`config.mk`:
```
export PLATFORM = sky130hd
export DESIGN_NAME = power_seq_ctrl
export DESIGN_NICKNAME = d
export VERILOG_FILES = /design/src/rtl/power_seq_ctrl.sv
export SDC_FILE = /design/constraint.sdc
export NUM_CORES = 1
export LEC_CHECK = 0
export BUFFER_PORTS_ARGS = -buffer_cell sky130_fd_sc_hd__buf_2
export CORE_MARGIN = 5
export CORE_UTILIZATION = 60
export CTS_BUF_LIST = sky130_fd_sc_hd__clkbuf_16
export DETAILED_ROUTE_END_ITERATION = 12
export PLACE_DENSITY = 0.87
export SYNTH_ARGS = -nofsm -noshare
export SYNTH_HDL_FRONTEND = slang
export SYNTH_SLANG_ARGS = --single-unit
```
`constraint.sdc`:
```
create_clock -name sclk -period 6.83 [get_ports sclk]
set_input_delay 1.0245 -clock sclk [delete_from_list [all_inputs] [get_ports sclk]]
set_output_delay 1.0245 -clock sclk [all_outputs]
set_load 0.05 [all_outputs]
```
`src/rtl/power_seq_ctrl.sv`:
```
// Power-up/power-down sequencer for an OV5640-class camera sensor (PWDN, RESETB, ready flag).
// Define POWER_SEQ_XCLK_GATE_EN to add the cam_xclk_en sensor clock gate output.
module power_seq_ctrl #(
  parameter int unsigned T_PWDN = 300000,
  parameter int unsigned T_RST  = 100000,
  parameter int unsigned T_INIT = 1050000,
  parameter int unsigned T_OFF  = 1000,
  parameter int unsigned CNT_W  = 21
) (
  input  logic sclk,
  input  logic s_rst_n,
  input  logic pwr_en,
  output logic cam_pwdn,
  output logic cam_rst_n,
  output logic power_done,
  output logic busy
`ifdef POWER_SEQ_XCLK_GATE_EN
  ,
  output logic cam_xclk_en
`endif
);

  localparam int unsigned IdxOff  = 0;
  localparam int unsigned IdxPwdn = 1;
  localparam int unsigned IdxRst  = 2;
  localparam int unsigned IdxInit = 3;
  localparam int unsigned IdxOn   = 4;
  localparam int unsigned IdxDown = 5;

  localparam logic [5:0] StOff  = 6'b000001;
  localparam logic [5:0] StPwdn = 6'b000010;
  localparam logic [5:0] StRst  = 6'b000100;
  localparam logic [5:0] StInit = 6'b001000;
  localparam logic [5:0] StOn   = 6'b010000;
  localparam logic [5:0] StDown = 6'b100000;

  // Terminal counts: a timed state lasts exactly T_x cycles, counting 0 .. T_x-1.
  localparam logic [CNT_W-1:0] PwdnLast = CNT_W'(T_PWDN - 1);
  localparam logic [CNT_W-1:0] RstLast  = CNT_W'(T_RST - 1);
  localparam logic [CNT_W-1:0] InitLast = CNT_W'(T_INIT - 1);
  localparam logic [CNT_W-1:0] OffLast  = CNT_W'(T_OFF - 1);

  logic [5:0]       state_q, state_d;
  logic [CNT_W-1:0] cnt_q, cnt_d;
  logic             timed;
  logic             pwdn_q, pwdn_d;
  logic             rst_n_q, rst_n_d;
  logic             done_q, done_d;
  logic             busy_q, busy_d;

  // Aborts are tested before the terminal count so they win in a tie.
  always_comb begin
    state_d = state_q;
    unique case (1'b1)
      state_q[IdxOff]: begin
        if (pwr_en) state_d = StPwdn;
      end
      state_q[IdxPwdn]: begin
        if (!pwr_en)                state_d = StOff;
        else if (cnt_q == PwdnLast) state_d = StRst;
      end
      state_q[IdxRst]: begin
        if (!pwr_en)               state_d = StDown;
        else if (cnt_q == RstLast) state_d = StInit;
      end
      state_q[IdxInit]: begin
        if (!pwr_en)                state_d = StDown;
        else if (cnt_q == InitLast) state_d = StOn;
      end
      state_q[IdxOn]: begin
        if (!pwr_en) state_d = StDown;
      end
      state_q[IdxDown]: begin
        if (cnt_q == OffLast) state_d = StOff;
      end
      default: state_d = StOff;
    endcase
  end

  assign timed = state_q[IdxPwdn] | state_q[IdxRst] | state_q[IdxInit] | state_q[IdxDown];

  always_comb begin
    cnt_d = cnt_q;
    if (state_d != state_q) cnt_d = '0;
    else if (timed)         cnt_d = cnt_q + CNT_W'(1);
  end

  // Outputs decode the next state so they change on the same edge as the state register.
  always_comb begin
    pwdn_d  = state_d[IdxOff] | state_d[IdxPwdn];
    rst_n_d = state_d[IdxInit] | state_d[IdxOn];
    done_d  = state_d[IdxOn];
    busy_d  = state_d[IdxPwdn] | state_d[IdxRst] | state_d[IdxInit] | state_d[IdxDown];
  end

  always_ff @(posedge sclk or negedge s_rst_n) begin
    if (!s_rst_n) begin
      state_q <= StOff;
      cnt_q   <= '0;
      pwdn_q  <= 1'b1;
      rst_n_q <= 1'b0;
      done_q  <= 1'b0;
      busy_q  <= 1'b0;
    end else begin
      state_q <= state_d;
      cnt_q   <= cnt_d;
      pwdn_q  <= pwdn_d;
      rst_n_q <= rst_n_d;
      done_q  <= done_d;
      busy_q  <= busy_d;
    end
  end

  assign cam_pwdn   = pwdn_q;
  assign cam_rst_n  = rst_n_q;
  assign power_done = done_q;
  assign busy       = busy_q;

`ifdef POWER_SEQ_XCLK_GATE_EN
  logic xclk_q, xclk_d;

  // Clock runs through all of RST and DOWN so RESETB edges see a live XCLK.
  assign xclk_d = state_d[IdxRst] | state_d[IdxInit] | state_d[IdxOn] | state_d[IdxDown];

  always_ff @(posedge sclk or negedge s_rst_n) begin
    if (!s_rst_n) xclk_q <= 1'b0;
    else          xclk_q <= xclk_d;
  end

  assign cam_xclk_en = xclk_q;
`endif

endmodule

```
Word level (Yosys, flattened, before mapping)

Cells that the tools add are included.

$add $sub $neg: 1
Equality and inequality tests: 5
Mux-type cells: 12
Bitwise logic cells: 8
Reduce and logical (&&, ||, !) cells: 1

Operators by type and width:

| kind                    | number |
|---|---|
| $mux W21                | 2 |
| $pmux W6 S6             | 1 |
| $mux W6                 | 5 |
| $add A21 B1 Y21 const B | 1 |
| $eq A21 B10 Y1 const B  | 1 |
| $eq A21 B17 Y1 const B  | 1 |
| $eq A21 B19 Y1 const B  | 1 |
| $eq A21 B21 Y1 const B  | 1 |
| $or A1 B1 Y1            | 8 |
| $ne A6 B6 Y1            | 1 |
| $mux W5                 | 1 |
| $mux W4                 | 1 |
| $mux W3                 | 1 |
| $mux W2                 | 1 |
| $reduce_bool A2 Y1      | 1 |

Flip-flop bits (word level): 31
Input bits: 3
Word-level logic and storage cells: 33

Longest topological paths before layout

Word-level depth: 7
Gate-level depth with buffers: 7
Depth with buffers taken out: 6

Worst setup path after synthesis

OpenSTA, ideal clock, no wires.

Path type: in2reg
From: in pwr_en
To: reg cnt_q[0]
Setup time: 125 ps
Data arrival time: 2,165 ps
Data required time: 6,705 ps
Setup slack: 4,539 ps
Stages on the path: 6
Path through: clkbuf_1 nor2b_1 o21ai_0 or4_1 nand3_2 nor3_1

Longest elaborated chain between the ends: 4
Elaborated cells between the ends (all ways): 9
Classes of those cells: eq/ne: 1; mux: 7; reduce/logical: 1

RTL lines:

| what                                                  | RTL line | text |
|---|---|---|
| start, declared                                       | 12       | `input logic pwr_en,` |
| $mux W6 (tied with other cells)                       | 67       | `if (!pwr_en) state_d = StDown;` |
| $pmux W6 S6 *                                         | 54       | `unique case (1'b1)` |
| $ne A6 B6 Y1 *                                        | 84       | `if (state_d != state_q) cnt_d = '0;` |
| $mux W21 / $reduce_bool A2 Y1 (equally long branches) | -        |  |
| end signal, assigned                                  | 106      | `cnt_q <= cnt_d;` |
| end, declared                                         | 44       | `logic [CNT_W-1:0] cnt_q, cnt_d;` |

Mark *: on every way between the ends. The rest lies on a longest branch, timed or not.
A chain may end at the register's enable or synchronous reset.

Worst setup path in the final report

From: reg cnt_q[13]
To: reg busy_q (netlist: busy)

Longest elaborated chain between the ends: 7
Elaborated cells between the ends (all ways): 15
Classes of those cells: eq/ne: 4; mux: 8; bitwise: 3

RTL lines:

| what                                                    | RTL line | text |
|---|---|---|
| $eq A21 B19 Y1 / $eq A21 B17 Y1 (equally long branches) | 60, 64   |  |
| $mux W3 / $mux W4 (equally long branches)               | 60, 64   |  |
| $mux W6, on equally long branches                       | 59, 63   |  |
| $pmux W6 S6 *                                           | 54       |  |
| $or A1 B1 Y1 (2 in series)                              | 93       | `busy_d = state_d[IdxPwdn] \| state_d[IdxRst] \| state_d[IdxInit] \| state_d[IdxDown];` |
| $or A1 B1 Y1 *                                          | 93       |  |
| via busy_d                                              | 49       | `logic busy_q, busy_d;` |
| end signal, assigned                                    | 110      | `busy_q <= busy_d;` |
| end, declared                                           | 49       |  |

The timed path passes the listed nets; every way through them passes the cells marked *.

==> results.sh <==
export IMPL_drive_above_1_share_pct=11.96
export IMPL_drc=0
export IMPL_reg2regPathDepth=5
export IMPL_grt_max_degree=31
export IMPL_cts_tree="built"
export IMPL_syn_area_per_cell_um2=9.409
export IMPL_fin_crit_sh_pct=37.18
export IMPL_min_path_cells=2
export IMPL_synth_distinct_cells=43
export IMPL_leakage_uw=0.0007603
export IMPL_cts_made_buffers=5
export IMPL_synth_flop_cell="dfrtp_1"
export IMPL_yosysWarnings=0
export IMPL_end_kind="flop"
export IMPL_status="finished clean"
export IMPL_hold_path_class="reg -> reg"
export IMPL_grt_overflow=0
export IMPL_hp_start="state_q[4]$_DFF_PN0_"
export IMPL_relSlewSlack_pct=53.52
export IMPL_p_sw_uw=129.6
export IMPL_grt_pass1_vias=1334
export IMPL_vias=1312
export IMPL_fillCellCount=213
export IMPL_fmax_ghz=0.3938
export IMPL_synth_seq_area_share_pct=45.74
export IMPL_core_um2=2686
export IMPL_netlist_top_cells_area="dfrtp_1 43%, xnor2_1 9.0%, nor3_1 6.1%, nor2_1 4.6%, dfstp_2 3.2%"
export IMPL_drv_slew=0
export IMPL_area_delta_synth_final_pct=11.25
export IMPL_final_nets=187
export IMPL_clkTransAtPathRegs_ns=0.05
export IMPL_pwr_share_seq_pct=44.7
export IMPL_p_per_area_nw_per_um2=264.0
export IMPL_p_int_uw=354.0
export IMPL_clk_latency_ns=0.28
export IMPL_port_buffers=6
export IMPL_totalWireLength_um=3454
export IMPL_r2r_end="busy$_DFF_PN0_"
export IMPL_firstDrtPassIters=4
export IMPL_dieArea_um2=3892
export IMPL_clkPwrFrac_pct=42.1
export IMPL_netlist_area_leader_share_pct=42.55
export IMPL_synth_area_um2=1647
export IMPL_antenna_found_initial=0
export IMPL_worstMarginPinSlew_ns=0.6930
export IMPL_utilization_pct=68.19
export IMPL_synth_edff_count=0
export IMPL_avgViaCountPerCell=6.102
export IMPL_grt_pass1_wl_um=6272
export IMPL_n_antenna_cell=0
export IMPL_io_pin_count=7
export IMPL_async_flop_share_pct=100.0
export IMPL_required_ns=6.99
export IMPL_max_cap_violations=0
export IMPL_place_gp_congestion=0.9043
export IMPL_rows=19
export IMPL_die_h_um=62.39
export IMPL_period_minus_slack_ns=2.540
export IMPL_hold_viol=0
export IMPL_start_util_pct=61.29
export IMPL_root_buffer="clkbuf_16"
export IMPL_p_comb_share_pct=13.1
export IMPL_drtIter0Drc=97
export IMPL_tns_ns=0
export IMPL_cts_resized=0
export IMPL_routedWlPerCell_um=16.07
export IMPL_hold_end="state_q[4]$_DFF_PN0_"
export IMPL_setup_violations_final=0
export IMPL_netlist_instances=175
export IMPL_switching_share_pct=26.79
export IMPL_crit_path_start_kind="flop"
export IMPL_crit_type="reg -> reg"
export IMPL_place_hpwl_um=2472
export IMPL_rsz0062_at_grt="false"
export IMPL_cp_max_fo=6
export IMPL_ys_ff_latch=30
export IMPL_ir_worst_vdd_mv=0.2771
export IMPL_cp_arrival_ns=2.70
export IMPL_postRouteAntennaNets=0
export IMPL_cts_num_sinks=30
export IMPL_ff2ff_setup_slack_ns=4.29
export IMPL_yosys_area_top_type="dfrtp_1"
export IMPL_cts_setup_buffers=0
export IMPL_worstReg2RegStart="cnt_q[13]$_DFFE_PN0P_"
export IMPL_synth_net_count=179
export IMPL_ctsHoldBuffers=0
export IMPL_finClkSkew_ns=0.005458
export IMPL_die_w_um=62.39
export IMPL_cts_max_level=2
export IMPL_clockBufferDepth=2
export IMPL_grt_use_total_pct=20.28
## Yosys cell counts (3+ instances only)
master and number:
nand4_1 4, or4_1 3, inv_1 10, dfrtp_1 28, nor3_1 20, and3_1 4, xnor2_1 17, nand2_1 7
xor2_1 3, nor2_1 20, nand3_1 7, a21oi_1 6, or4_4 3, and2_1 3, clkbuf_1 4
## worst max path at each step
stage,startpoint,to,slack (ns),cells past startpoint
2_1_floorplan,pwr_en,cnt_q[0]$_DFFE_PN0P_,4.54,6
3_3_place_gp,cnt_q[13]$_DFFE_PN0P_,busy$_DFF_PN0_,4.40,5
3_5_place_dp,cnt_q[17]$_DFFE_PN0P_,busy$_DFF_PN0_,4.37,5
4_1_cts,cnt_q[13]$_DFFE_PN0P_,busy$_DFF_PN0_,4.34,5
5_1_grt,cnt_q[13]$_DFFE_PN0P_,busy$_DFF_PN0_,4.20,5
6_report,cnt_q[13]$_DFFE_PN0P_,busy$_DFF_PN0_,4.29,5
## final cells by class
class,instances,area [µm²],share of cell area [%]
timing repair buffer,6,30.03,1.639
inverter,10,37.54,2.049
clock buffer,5,125.1,6.831
clock inverter,3,11.26,0.6148
tap,31,38.79,2.117
sequential,30,753.2,41.12
multi-input combinational,130,835.8,45.63
## worst max-delay path, cell delays in order (launching register included)
cell and delay, ns:
dfrtp_1 0.43, or4_4 0.55, or4_4 0.52, o41ai_1 0.54, a31oi_1 0.16, or2_1 0.22
## registers in the layout, indices dropped and copies added, names as in the netlist
signal and count:
busy 1, cam_pwdn 1, cam_rst_n 1, cnt_q 21, state_q 6
## power by group through the flow
stage | registers [µW] | logic, µW | clock network [µW]
after floorplan | 215 | 46.3 | 0
after global placement | 216 | 60.9 | 0
after detailed placement | 218 | 62.8 | 0
after CTS | 216 | 63.4 | 205
after global routing | 219 | 72.6 | 219
final | 216 | 63.5 | 204
## metrics by stage
step | setup WS (ns) | power [µW] | hold slack (ns) | cell area (µm²) | cells
2_1_floorplan | 4.539 | 261.2 | 0.5124 | 1647 | 175
3_3_place_gp | 4.400 | 277.0 | 0.5608 | 1695 | 207
3_5_place_dp | 4.375 | 281.3 | 0.5655 | 1695 | 207
4_1_cts | 4.337 | 484.1 | 0.5709 | 1832 | 215
5_1_grt | 4.205 | 510.7 | 0.6164 | 1832 | 215
6_report | 4.290 | 483.5 | 0.5766 | 1832 | 215
## per-layer routing
layer / up-vias / wire length (µm) / global-route usage [%]
li1: 641 / - / -
met3: 8 / 159 / 6.475
met4: 0 / 61 / 7.692
met2: 37 / 1682 / 31.48
met5: - / 0 / 0
met1: 626 / 1551 / 26.44
## logic make-up after synthesis
kind of cell               synth area share [%]
muxes                                    0.6079
and+or+nand+nor                           32.68
adders and majority gates                0.7598
buffers and inverters                     3.495
xor gates and xnor gates                  10.64
AOI/OAI and AO/OA                         6.080
DFF                                       45.74
## placed cells by master (no fill, tap or decap), types with 2 or more instances in the layout
cell type	instances
nor4_1	2
nand4b_1	2
nand3_1	7
and3_1	4
dfstp_2	2
nand2_1	7
clkbuf_16	5
nand4_1	4
buf_2	6
a21oi_1	6
clkinv_1	3
dfrtp_1	28
nor3_1	20
or4_4	3
o41ai_1	2
nor2_1	20
or4_1	3
nand2b_1	2
xor2_1	3
and2_1	3
xnor2_1	17
and4_1	2
o21ai_0	2
nand3_2	2
inv_1	10
No activity file was read; power rests on OpenSTA's default activity.
